--- config.mk ---
export PLATFORM = sky130hd
export DESIGN_NAME = mpram_flush
export DESIGN_NICKNAME = d
export VERILOG_FILES = /design/src/rtl/mpram_flush.sv
export SDC_FILE = /design/constraint.sdc
export NUM_CORES = 1
export LEC_CHECK = 0
export BUFFER_PORTS_ARGS = -buffer_cell sky130_fd_sc_hd__buf_2
export CAP_MARGIN = 25
export CORE_MARGIN = 2
export CORE_UTILIZATION = 63
export CTS_BUF_LIST = sky130_fd_sc_hd__clkbuf_2
export DETAILED_ROUTE_END_ITERATION = 16
export PLACE_DENSITY_LB_ADDON = 0.12
export SYNTH_ARGS = -nofsm -noshare
export SYNTH_HDL_FRONTEND = slang
export SYNTH_SLANG_ARGS = --single-unit
--- constraint.sdc ---
create_clock -name CLK -period 2.15 [get_ports CLK]
set_input_delay 0.215 -clock CLK [delete_from_list [all_inputs] [get_ports CLK]]
set_output_delay 0.215 -clock CLK [all_outputs]
set_load 0.02 [all_outputs]
--- src/rtl/mpram_flush.sv ---
// mpram_flush: multi-read-port, single-write-port distributed RAM.
// A clear sequencer writes INIT_VAL to every entry after reset or FLUSH.
// While the sweep runs, every read port returns INIT_VAL.
// Optional write-first bypass from DI to read ports that hit AW.
module mpram_flush #(
  parameter int              WIDTH    = 2,
  parameter int              DEPTH    = 32,
  parameter int              RD_PORTS = 3,
  parameter int              BYPASS   = 1,
  parameter logic [WIDTH-1:0] INIT_VAL = '0,
  localparam int             AWID     = $clog2(DEPTH)
) (
  input  logic                       CLK,
  input  logic                       RST,
  input  logic                       WEN,
  input  logic [AWID-1:0]            AW,
  input  logic [WIDTH-1:0]           DI,
  input  logic [RD_PORTS*AWID-1:0]   RA,
  output logic [RD_PORTS*WIDTH-1:0]  Q,
  input  logic                       FLUSH,
  output logic                       BUSY
);

  typedef enum logic {
    IDLE  = 1'b0,
    CLEAR = 1'b1
  } state_t;

  localparam logic [AWID-1:0] LAST_ADDR = AWID'(DEPTH - 1);
  localparam logic [AWID:0]   DEPTH_EXT = (AWID + 1)'(DEPTH);
  localparam bit              POW2      = (DEPTH == (1 << AWID));

  state_t            state_q, state_d;
  logic [AWID-1:0]   cnt_q, cnt_d;
  logic [WIDTH-1:0]  ram_q [DEPTH];

  logic              wr_in_range;
  logic              usr_we;
  logic              byp_en;

  // Addresses beyond DEPTH only exist when DEPTH is not a power of two.
  generate
    if (POW2) begin : g_wr_pow2
      assign wr_in_range = 1'b1;
    end else begin : g_wr_npow2
      assign wr_in_range = ({1'b0, AW} < DEPTH_EXT);
    end
  endgenerate

  assign BUSY   = (state_q == CLEAR);
  // A user write lands only when idle and not being flushed this cycle.
  assign byp_en = (state_q == IDLE) && WEN && !FLUSH;
  assign usr_we = byp_en && wr_in_range;

  // State and sweep counter; reset forces a fresh sweep from entry 0.
  always_ff @(posedge CLK or posedge RST) begin
    if (RST) begin
      state_q <= CLEAR;
      cnt_q   <= '0;
    end else begin
      state_q <= state_d;
      cnt_q   <= cnt_d;
    end
  end

  // Next-state: FLUSH (re)starts the sweep, sweep ends after entry DEPTH-1.
  always_comb begin
    state_d = state_q;
    cnt_d   = cnt_q;
    case (state_q)
      IDLE: begin
        if (FLUSH) begin
          state_d = CLEAR;
          cnt_d   = '0;
        end
      end
      CLEAR: begin
        if (FLUSH) begin
          cnt_d = '0;
        end else if (cnt_q == LAST_ADDR) begin
          state_d = IDLE;
          cnt_d   = '0;
        end else begin
          cnt_d = cnt_q + 1'b1;
        end
      end
      default: begin
        state_d = CLEAR;
        cnt_d   = '0;
      end
    endcase
  end

  // Storage has no reset: the sweep writes INIT_VAL, otherwise user writes.
  always_ff @(posedge CLK) begin
    if (state_q == CLEAR) begin
      ram_q[cnt_q] <= INIT_VAL;
    end else if (usr_we) begin
      ram_q[AW] <= DI;
    end
  end

  // Independent combinational read ports.
  generate
    for (genvar gi = 0; gi < RD_PORTS; gi++) begin : g_rd
      logic [AWID-1:0]  ra_port;
      logic [WIDTH-1:0] q_port;
      logic             rd_in_range;

      assign ra_port = RA[gi*AWID +: AWID];

      if (POW2) begin : g_rd_pow2
        assign rd_in_range = 1'b1;
      end else begin : g_rd_npow2
        assign rd_in_range = ({1'b0, ra_port} < DEPTH_EXT);
      end

      // Masking during the sweep has priority, then bypass, then the array.
      always_comb begin
        q_port = INIT_VAL;
        if (BUSY) begin
          q_port = INIT_VAL;
        end else if ((BYPASS != 0) && byp_en && (ra_port == AW)) begin
          q_port = DI;
        end else if (rd_in_range) begin
          q_port = ram_q[ra_port];
        end
      end

      assign Q[gi*WIDTH +: WIDTH] = q_port;
    end
  endgenerate

endmodule

==> results of run 1 <==
==> registers in the layout, indices dropped and copies added, names as in the netlist <==
register / count
BUSY: 1
cnt_q: 5
ram_q: 64
==> cell usage in the layout (no fill, tap or decap), types with 3 or more instances in the layout <==
cell	n
nand2_1	24
buf_2	27
a22oi_1	4
inv_1	4
xnor2_1	10
o31ai_1	4
xor2_1	5
nand2b_1	8
bufinv_16	3
a221oi_1	4
edfxtp_1	64
a21oi_1	7
mux2i_1	60
dlygate4sd3_1	3
o22a_1	4
mux4_2	27
and2_1	5
nor2_2	3
nand3_1	10
clkbuf_2	9
dfrtp_1	5
nand4_1	10
a41oi_2	4
nor2_1	39
nor3_1	4
nor2b_1	8
buf_4	39
==> timing repair <==
action,CTS,global route
hold buffers,3,0
buffers inserted,6,6
resized for setup,15,10
endpoints found under the setup margin,6,38
pin swaps,7,4
gates cloned,0,0
endpoints found under the hold margin,11,0
==> routing by layer <==
layer / track usage [%] / up-vias / part of all wire (%)
li1: - / 1560 / -
met1: 43.5 / 1784 / 39
met2: 52.0 / 221 / 48
met3: 8.49 / 51 / 9.3
met4: 13.8 / 0 / 3.4
met5: 0 / - / 0
==> worst min path at each step <==
stage	slack, ps	from	cells past startpoint	endpoint
finish	70	RST	3	cnt_q[4]$_DFFE_PP0P_
floorplan	5	RST	1	cnt_q[0]$_DFFE_PP0P_
detailed placement	140	RST	2	cnt_q[4]$_DFFE_PP0P_
global route	80	RST	3	cnt_q[4]$_DFFE_PP0P_
CTS	80	RST	3	cnt_q[4]$_DFFE_PP0P_
global placement	130	RST	2	cnt_q[4]$_DFFE_PP0P_
==> worst max-delay path: stages (launching register included) <==
cell and delay, ps:
edfxtp_1 500, mux4_2 470, or2_2 280, a221o_1 330
a32o_1 240, buf_2 160
==> report_power, final <==
part	switching (mW)	internal [mW]	total [mW]
logic	0.232	0.188	0.420
registers	0.0194	1.48	1.50
clock network	0.525	0.520	1.04
==> logic make-up (layout without fill, tap and decap cells) <==
family | Yosys count | after routing
xor+xnor | 15 | 15
mux | 92 | 92
buf+inv | 31 | 92
flops | 70 | 70
fa+ha+maj | 2 | 2
simple gates | 124 | 124
compound gates | 39 | 39
==> cell type report <==
type | instances | area (µm²)
inverters | 4 | 15.0
multi-input cells | 272 | 2400
clock buffers | 9 | 45.0
repair buffers | 72 | 509
well taps | 99 | 124
clock inverters | 7 | 128
fillers | 533 | 1850
flip-flops and latches | 70 | 2070
==> per-stage QoR <==
| step | hold WS [ps] | power [mW] | TNS (ps) | util [%] |
|---|---|---|---|---|
| after global placement | 131 | 1.92 | -223 | 69.1 |
| after CTS | 76.6 | 2.96 | -2320 | 73.3 |
| after detailed placement | 139 | 1.93 | -278 | 69.1 |
| after global routing | 76.4 | 3.06 | -3000 | 74.1 |
| after floorplan | 5.23 | 1.79 | 0 | - |
| final | 74.3 | 2.97 | -2440 | 74.1 |
==> reports/results.txt, run 1 <==
run status: finished, violations left
violated checks: setup timing
total number of vias: 3,616
width of the die: 89.0 µm
largest driver fanout on the critical path: 3
RD Place Congestion: 0.930
nature of the critical path startpoint: flop
overall global routing resource usage: 32.8%
final worst path period share: 126%
aggregate routed wire length: 12.4 mm
arrival time worst endpoint: 2500 ps
start of the worst register-to-register path: BUSY$_DFF_PP1_
share of the yosys chip area belonging to registers: 45.5%
transition time of the tightest slew-check pin: 699 ps
CTS clk-pin slew, worst paths: 240 ps
leading cell types by count after synthesis: edfxtp_1 (64), mux2i_1 (61), nor2_1 (42)
Synth Area in Adders: 0.549%
first-pass GRT wire length: 18.6 mm
final hold violation count: 0
number of flops mapped to enable cells by yosys: 64
cell with the most instances after synthesis: edfxtp_1
Max rail drop VDD: 0.475 mV
Leakage: 1.96 nW
category of the most critical setup path: flop to primary output
ranking of synthesized cells by area: edfxtp_1 (42%), mux2i_1 (13%), mux4_2 (12%)
setup violators final: 6
portion of netlist area occupied by mux cells: 28.2%
grt ovf: 0
cell at the root of the clock tree: clkbuf_2
class of the tightest hold or removal check: primary input to async pin
RSZ-0062 raised after global routing: yes
slack of the worst reg-to-reg path: 60 ps
destination of the worst register-to-register timing path: ram_q[23][1]$_DFFE_PP_
half-perimeter wire length after placement: 8.74 mm
asr flop ratio synth: 8.57%
area added between synthesis and finish: 16.1%
Cell Rows: 31
maximum number of pins on one net before global-route repair: 33
antenna violations before repair: 0
Clock Tree Buf Depth: 2
min setup slack post-route: -560 ps
Final Critical Period: 2710 ps
reg2reg path depth: 5
XOR/XNOR Fraction of Synth Area: 2.88%
Critical Path End Type: primary output
detail-routed via count per cell: 6.78
total of buffers placed on input and output ports: 32
fraction of layout cells with a size suffix above 1: 30.6%
flip-flop and latch count after synthesis: 70
total clock buffers created by CTS: 9
summed instance area of the synthesized netlist: 4560 µm²
Max Fclk: 369 MHz
Max Slew Vio Count: 0
post-synthesis compound-gate area fraction: 6.53%
worst relative slew slack: 53.4%
number of nets still failing antenna checks after routing: 0
Syn Inst Count: 373
Die Footprint: 7930 µm²
setup slack at placement: -167 ps
endpoint required time on the critical path: 1930 ps
average instance area after synthesis: 12.2 µm²
TritonCTS clock tree: built
remaining routing DRC violations: 0
skew final: 38.3 ps
via count of the first global-routing pass: 3,538
combinational family with the most area after synthesis: multiplexers
Post-Layout Cell Count: 533
Final Instance Area: 5290 µm²
antenna cell count: 0
dpl cells: 503
initial core utilization: 63.8%
number of violations of the max-capacitance limit: 0
drt pass-1 iters: 5
Unique masters post-synth: 47
Post-Synth Simple-Gate Area: 13.2%
Vert. Die Dim: 89.0 µm
net count of the mapped netlist: 401
number of top-level design ports: 33
post-detailed-route wirelength per cell: 23.4 µm
leading register cell type out of synthesis: edfxtp_1
number of H-tree levels: 3
CORE AREA: 7140 µm²
final net count: 457
CTS Sinks: 70
Placed Area: 4930 µm²
worst setup path endpoint: Q[1]
leading area contributor after synthesis: edfxtp_1
clock network latency to the later pin of the worst-skew pair: 540 ps
Pwr per Cell Area: 561 nW/µm²
worst setup path startpoint: ram_q[8][1]$_DFFE_PP_
total of warnings raised by yosys: 0
share of Yosys cell area claimed by the top area cell type: 42.2%
DRC violation total after the first TritonRoute iteration: 350
(Power assumes the default switching activity.)
==> run 2, diff against run 1 <==
CORE_UTILIZATION = 60   (was 63)
==> run 2 against run 1 <==
Net effect: the run still ends with setup timing left; critical endpoint is now Q[0]; die area increased by 4.8%; critical path type unchanged; worst hold slack lost 34 ps; clock skew decreased by 13 ps; core utilization down 3.2 points; sequential share of layout area rose by 0.92 points; clock power down 37%.
==> reports/results.txt, run 2 (synthesis results as in run 1) <==
run status: finished, violations left
violated checks: setup timing
DRC violation total after the first TritonRoute iteration: 420 (+20%)
Cell Rows: 31 (unchanged)
register area: 2070 µm² (unchanged)
Die Footprint: 8310 µm² (+4.8%)
Max Slew Vio Count: 0 (unchanged)
Final Instance Area: 5170 µm² (-2.3%)
endpoint required time on the critical path: 1930 ps (about the same)
skew final: 25.3 ps (-13.0 ps)
number of top-level design ports: 33 (unchanged)
aggregate routed wire length: 12.5 mm (+0.31%)
most common library cell in the layout ignoring fill and taps: edfxtp_1
CTS clk-pin slew, worst paths: 190 ps (-50 ps)
category of the most critical setup path: flop to primary output
nature of the critical path startpoint: flop
Power Total: 2.57 mW (-13%)
RSZ-0062 raised after global routing: yes
initial core utilization: 62.5% (-1.4 points)
cell-by-cell trace of the critical path: mux4_2, mux2_2, a221o_1, a32o_1, buf_6
final net count: 449 (-1.8%)
final worst path period share: 124% (-1.6 points)
final hold violation count: 0 (unchanged)
Worst path max stage delay: 480 ps (-20 ps)
antenna violations before repair: 0 (unchanged)
Final Critical Period: 2680 ps (-33.4 ps)
met3 routed WL: 1.23 mm (+6.6%)
number of nets still failing antenna checks after routing: 0 (unchanged)
clock network latency to the later pin of the worst-skew pair: 520 ps (-20 ps)
top sig layer: met4
Vert. Die Dim: 91.2 µm (+2.4%)
Placed Area: 4910 µm² (-0.41%)
Max Fclk: 374 MHz (+1.2%)
fillcell total: 551 (+3.4%)
number of violations of the max-capacitance limit: 0 (unchanged)
Leakage: 1.87 nW (-4.6%)
met1 wire length: 5.04 mm (+3.8%)
setup violators final: 6 (unchanged)
total clock buffers created by CTS: 9 (unchanged)
largest driver fanout on the critical path: 3 (unchanged)
total of buffers placed on input and output ports: 32 (unchanged)
via count of the first global-routing pass: 3,482 (-1.6%)
fraction of layout cells with a size suffix above 1: 29.8% (-0.83 points)
delay-heaviest family, CP: multiplexers
number of H-tree levels: 3 (unchanged)
drt pass-1 iters: 6 (+1)
Max rail drop VDD: 0.433 mV (-8.8%)
overall global routing resource usage: 30.4% (-2.4 points)
width of the die: 91.2 µm (+2.4%)
detail-routed via count per cell: 6.74 (-0.72%)
total area of multi-input combinational cells: 2410 µm² (+0.42%)
antenna cell count: 0 (unchanged)
min setup slack post-route: -527 ps (+33.4 ps)
Critical Path End Type: primary output
class of the tightest hold or removal check: primary input to flop
CTS Sinks: 70 (unchanged)
remaining routing DRC violations: 0 (unchanged)
DR WL met2: 5.79 mm (-3.6%)
commonest cells after routing, fill and taps aside: edfxtp_1 (64), mux2i_1 (58), nor2_1 (40)
CORE AREA: 7290 µm² (+2.2%)
post-detailed-route wirelength per cell: 23.8 µm (+1.8%)
arrival time worst endpoint: 2460 ps (-40 ps)
TritonCTS clock tree: built
first-pass GRT wire length: 19.0 mm (+2.0%)
RD Place Congestion: 1.04 (+12%)
half-perimeter wire length after placement: 8.90 mm (+1.9%)
cell at the root of the clock tree: clkbuf_2
area added between synthesis and finish: 13.5%
Clock Tree Buf Depth: 2 (unchanged)
grt ovf: 0 (unchanged)
worst relative slew slack: 43.4% (-10 points)
maximum number of pins on one net before global-route repair: 21 (-36%)
Pwr per Cell Area: 497 nW/µm² (-11%)
transition time of the tightest slew-check pin: 849 ps (+150 ps)
total number of vias: 3,536 (-2.2%)
Crit-path slowest cell: mux4_2
flip-flop count of the largest register after layout: 64 (unchanged)
register name with the most flops: ram_q
number of buffers and inverters on the critical path: 1 (unchanged)
run 2: cell types whose count changed in the layout (fill, tap and decap cells not counted), moves of 2 or more:
cell	change
clkinv_2	+3
bufinv_16	-3
buf_12	-2
o21ai_1	-2
buf_6	+2
mux2i_1	-2
buf_4	-9
o21ai_0	+2
run 2: power by group:
part / switching [mW] / internal, mW / leakage (nW)
Combinational: 0.235 / 0.181 / 1.20
Clock: 0.497 / 0.154 / 0.0620
Sequential: 0.0202 / 1.48 / 0.615
Total: 0.752 / 1.82 / 1.87
run 2: worst register-to-register path: cells and delay by family (launching register included):
kind          cells  cell delay [ps]
simple gates      3              980
flops             1              430
mux               1              240
buf+inv           1              190
run 2: metal layers:
| layer | up-vias | GRT usage, % |
|---|---|---|
| li1 | 1534 | - |
| met1 | 1732 | 42.0 |
| met2 | 230 | 48.4 |
| met3 | 40 | 6.06 |
| met4 | 0 | 10.7 |
| met5 | - | 0 |
run 2: cell type report:
class                      count  area share [%]
tap                           99            2.40
timing repair buffer          64            8.83
multi-input combinational    272            46.6
sequential                    70            40.1
clock buffer                   9           0.871
clock inverter                 7           0.944
inverter                       4           0.290
run 2: metrics by stage:
step | setup WS [ps] | util (%) | setup TNS (ps) | hold WS (ps) | std cells
after floorplan | 39.6 | - | 0 | 5.23 | 373
after global placement | -103 | 66.8 | -149 | 133 | 498
after detailed placement | -68.9 | 67.4 | -696 | 141 | 500
after CTS | -526 | 70.4 | -2170 | 13.5 | 525
after global routing | -623 | 70.9 | -2770 | 21.2 | 525
final | -527 | 70.9 | -2310 | 40.4 | 525
run 2: path summary, 6_finish.rpt:
| path | startpoint | to | slack, ps | depth (start not counted) |
|---|---|---|---|---|
| worst max-delay path | ram_q[22][0]$_DFFE_PP_ | Q[0] | -530 | 5 |
| worst min-delay path | FLUSH | BUSY$_DFF_PP1_ | 40 | 3 |
| worst max register to register | BUSY$_DFF_PP1_ | ram_q[15][1]$_DFFE_PP_ | 40 | 5 |
| worst min register to register | cnt_q[4]$_DFFE_PP0P_ | cnt_q[4]$_DFFE_PP0P_ | 700 | 2 |
| max in group asynchronous | RST | BUSY$_DFF_PP1_ | 1730 | 3 |
| min in group asynchronous | RST | cnt_q[0]$_DFFE_PP0P_ | 150 | 3 |
run 2: timing repair:
item | CTS | global route
resized for setup | 18 | 9
setup endpoints to repair | 22 | 14
pin swaps | 7 | 2
setup buffers | 7 | 1
hold buffers | 2 | 0
hold endpoints to repair | 11 | 0
==> run 3, diff against run 2 <==
CORE_UTILIZATION = 63   (was 60)
HOLD_SLACK_MARGIN = 0.08   (was not set)
SKIP_CTS_REPAIR_TIMING = 1   (was not set)
==> run 3 against run 2 <==
Net effect: the run still ends with setup timing left; clock skew grew 11 ps; non-clock buffer count grew 3; total power grew 16%; via count grew 2.1%; register-to-register slack gained 40 ps; setup slack lost 47 ps; cell area grew 1.4%; sequential power is essentially flat; final cell count grew 0.57%; worst hold slack gained 38 ps; critical path depth is the same; critical path type unchanged.
==> reports/results.txt, run 3 (synthesis results as in run 1) <==
nature of the critical path startpoint: flop
cell at the root of the clock tree: clkbuf_2
Final Critical Period: 2720 ps (+46.7 ps)
Hold WS: 78.2 ps (+37.8 ps)
class of the tightest hold or removal check: primary input to async pin
detail-routed via count per cell: 6.84 (+1.5%)
commonest cells after routing, fill and taps aside: edfxtp_1 (64), mux2i_1 (60), nor2_1 (40)
worst relative slew slack: 49.4% (+6.0 points)
TritonCTS clock tree: built
total of buffers placed on input and output ports: 32 (unchanged)
Die Footprint: 7930 µm² (-4.6%)
aggregate routed wire length: 12.3 mm (-1.8%)
Critical Path End Type: primary output
flip-flop count of the largest register after layout: 64 (unchanged)
transition time of the tightest slew-check pin: 752 ps (-97.5 ps)
grt ovf: 0 (unchanged)
slack of the worst reg-to-reg path: 80 ps (+40 ps)
most common library cell in the layout ignoring fill and taps: edfxtp_1
Comb power frac: 14.1% (-2.1 points)
register name with the most flops: ram_q
Max Slew Vio Count: 0 (unchanged)
Clock Tree Buf Depth: 2 (unchanged)
Post-Layout Cell Count: 528 (+0.57%)
initial core utilization: 63.8% (+1.4 points)
dpl cells: 503 (+0.60%)
internal power consumption: 2.19 mW (+20%)
largest driver fanout on the critical path: 3 (unchanged)
endpoint required time on the critical path: 1930 ps (about the same)
part of the power in registers: 50.6% (-7.9 points)
RD Place Congestion: 0.930 (-10%)
CTS Sinks: 70 (unchanged)
half-perimeter wire length after placement: 8.74 mm (-1.8%)
arrival time worst endpoint: 2510 ps (+50 ps)
clock network latency to the later pin of the worst-skew pair: 540 ps (+20 ps)
number of H-tree levels: 3 (unchanged)
Max rail drop VDD: 0.472 mV (+9.2%)
post-detailed-route wirelength per cell: 23.2 µm (-2.4%)
DRC violation total after the first TritonRoute iteration: 404 (-3.8%)
total number of vias: 3,610 (+2.1%)
CORE AREA: 7140 µm² (-2.1%)
Power Total: 2.97 mW (+16%)
CTS clk-pin slew, worst paths: 240 ps (+50 ps)
number of violations of the max-capacitance limit: 0 (unchanged)
Vert. Die Dim: 89.0 µm (-2.3%)
antenna violations before repair: 0 (unchanged)
via count of the first global-routing pass: 3,394 (-2.5%)
run status: finished, violations left
Cell Rows: 31 (unchanged)
total clock buffers created by CTS: 9 (unchanged)
category of the most critical setup path: flop to primary output
first-pass GRT wire length: 17.7 mm (-6.6%)
overall global routing resource usage: 31.4% (+0.95 points)
setup violators final: 6 (unchanged)
utilization of the core after routing: 73.4% (+2.5 points)
remaining routing DRC violations: 0 (unchanged)
RSZ-0062 raised after global routing: yes
net switching power of the design: 0.783 mW (+4.1%)
area added between synthesis and finish: 15.0%
share of power burned in the clock network: 35.4% (+10 points)
Pwr per Cell Area: 567 nW/µm² (+14%)
min setup slack post-route: -573 ps (-46.7 ps)
number of nets still failing antenna checks after routing: 0 (unchanged)
Leakage: 1.93 nW (+3.3%)
final hold violation count: 0 (unchanged)
drt pass-1 iters: 5 (-1)
fraction of layout cells with a size suffix above 1: 29.8% (about the same)
antenna cell count: 0 (unchanged)
maximum number of pins on one net before global-route repair: 33 (+57%)
Max Fclk: 367 MHz (-1.7%)
final net count: 452 (+0.67%)
skew final: 36.5 ps (+11.2 ps)
switching power share of the total: 26.3% (-2.9 points)
width of the die: 89.0 µm (-2.3%)
violated checks: setup timing
final worst path period share: 127% (+2.2 points)
number of top-level design ports: 33 (unchanged)
==> run 3: metrics by stage <==
| stage | area [µm²] | setup slack [ps] | TNS, ps |
|---|---|---|---|
| floorplan | 4560 | 39.6 | 0 |
| global placement | 4930 | -135 | -223 |
| detailed placement | 4930 | -167 | -278 |
| CTS | 5100 | -628 | -2720 |
| global route | 5240 | -662 | -2970 |
| finish | 5240 | -573 | -2460 |
==> run 3: area by class of cell <==
| type | instances | area [µm²] |
|---|---|---|
| fill | 531 | 1900 |
| timing repair buffer | 67 | 469 |
| multi-input combinational | 272 | 2390 |
| tap | 99 | 124 |
| clock buffer | 9 | 45.0 |
| inverter | 4 | 15.0 |
| clock inverter | 7 | 128 |
| sequential | 70 | 2070 |
==> run 3: per-layer routing <==
layer,global-route usage (%),part of all wire (%)
met1,43.4,39
met2,49.7,47
met3,6.65,10
met4,11.4,3.6
met5,0,0
==> run 3: path summary, 6_finish.rpt <==
kind	startpoint	to	cells past startpoint
max	ram_q[23][0]$_DFFE_PP_	Q[0]	5
min	RST	cnt_q[4]$_DFFE_PP0P_	3
max reg2reg	BUSY$_DFF_PP1_	ram_q[14][1]$_DFFE_PP_	5
min reg2reg	cnt_q[0]$_DFFE_PP0P_	cnt_q[0]$_DFFE_PP0P_	2
max in group asynchronous	RST	BUSY$_DFF_PP1_	3
min in group CLK	DI[0]	ram_q[21][0]$_DFFE_PP_	3
==> run 3: power groups by stage <==
stage                     Combinational (mW)  Clock (mW)  Sequential (mW)
after detailed placement               0.396           0             1.53
after floorplan                        0.269           0             1.52
final                                  0.418        1.05             1.50
after global placement                 0.391           0             1.53
after global routing                   0.443        1.11             1.51
after CTS                              0.398        1.05             1.50
==> run 3: critical path: stages, from the launching register on <==
cell      delay, ps
edfxtp_1        480
mux4_2          500
mux2_4          270
a221o_1         330
a32o_2          270
buf_6           130
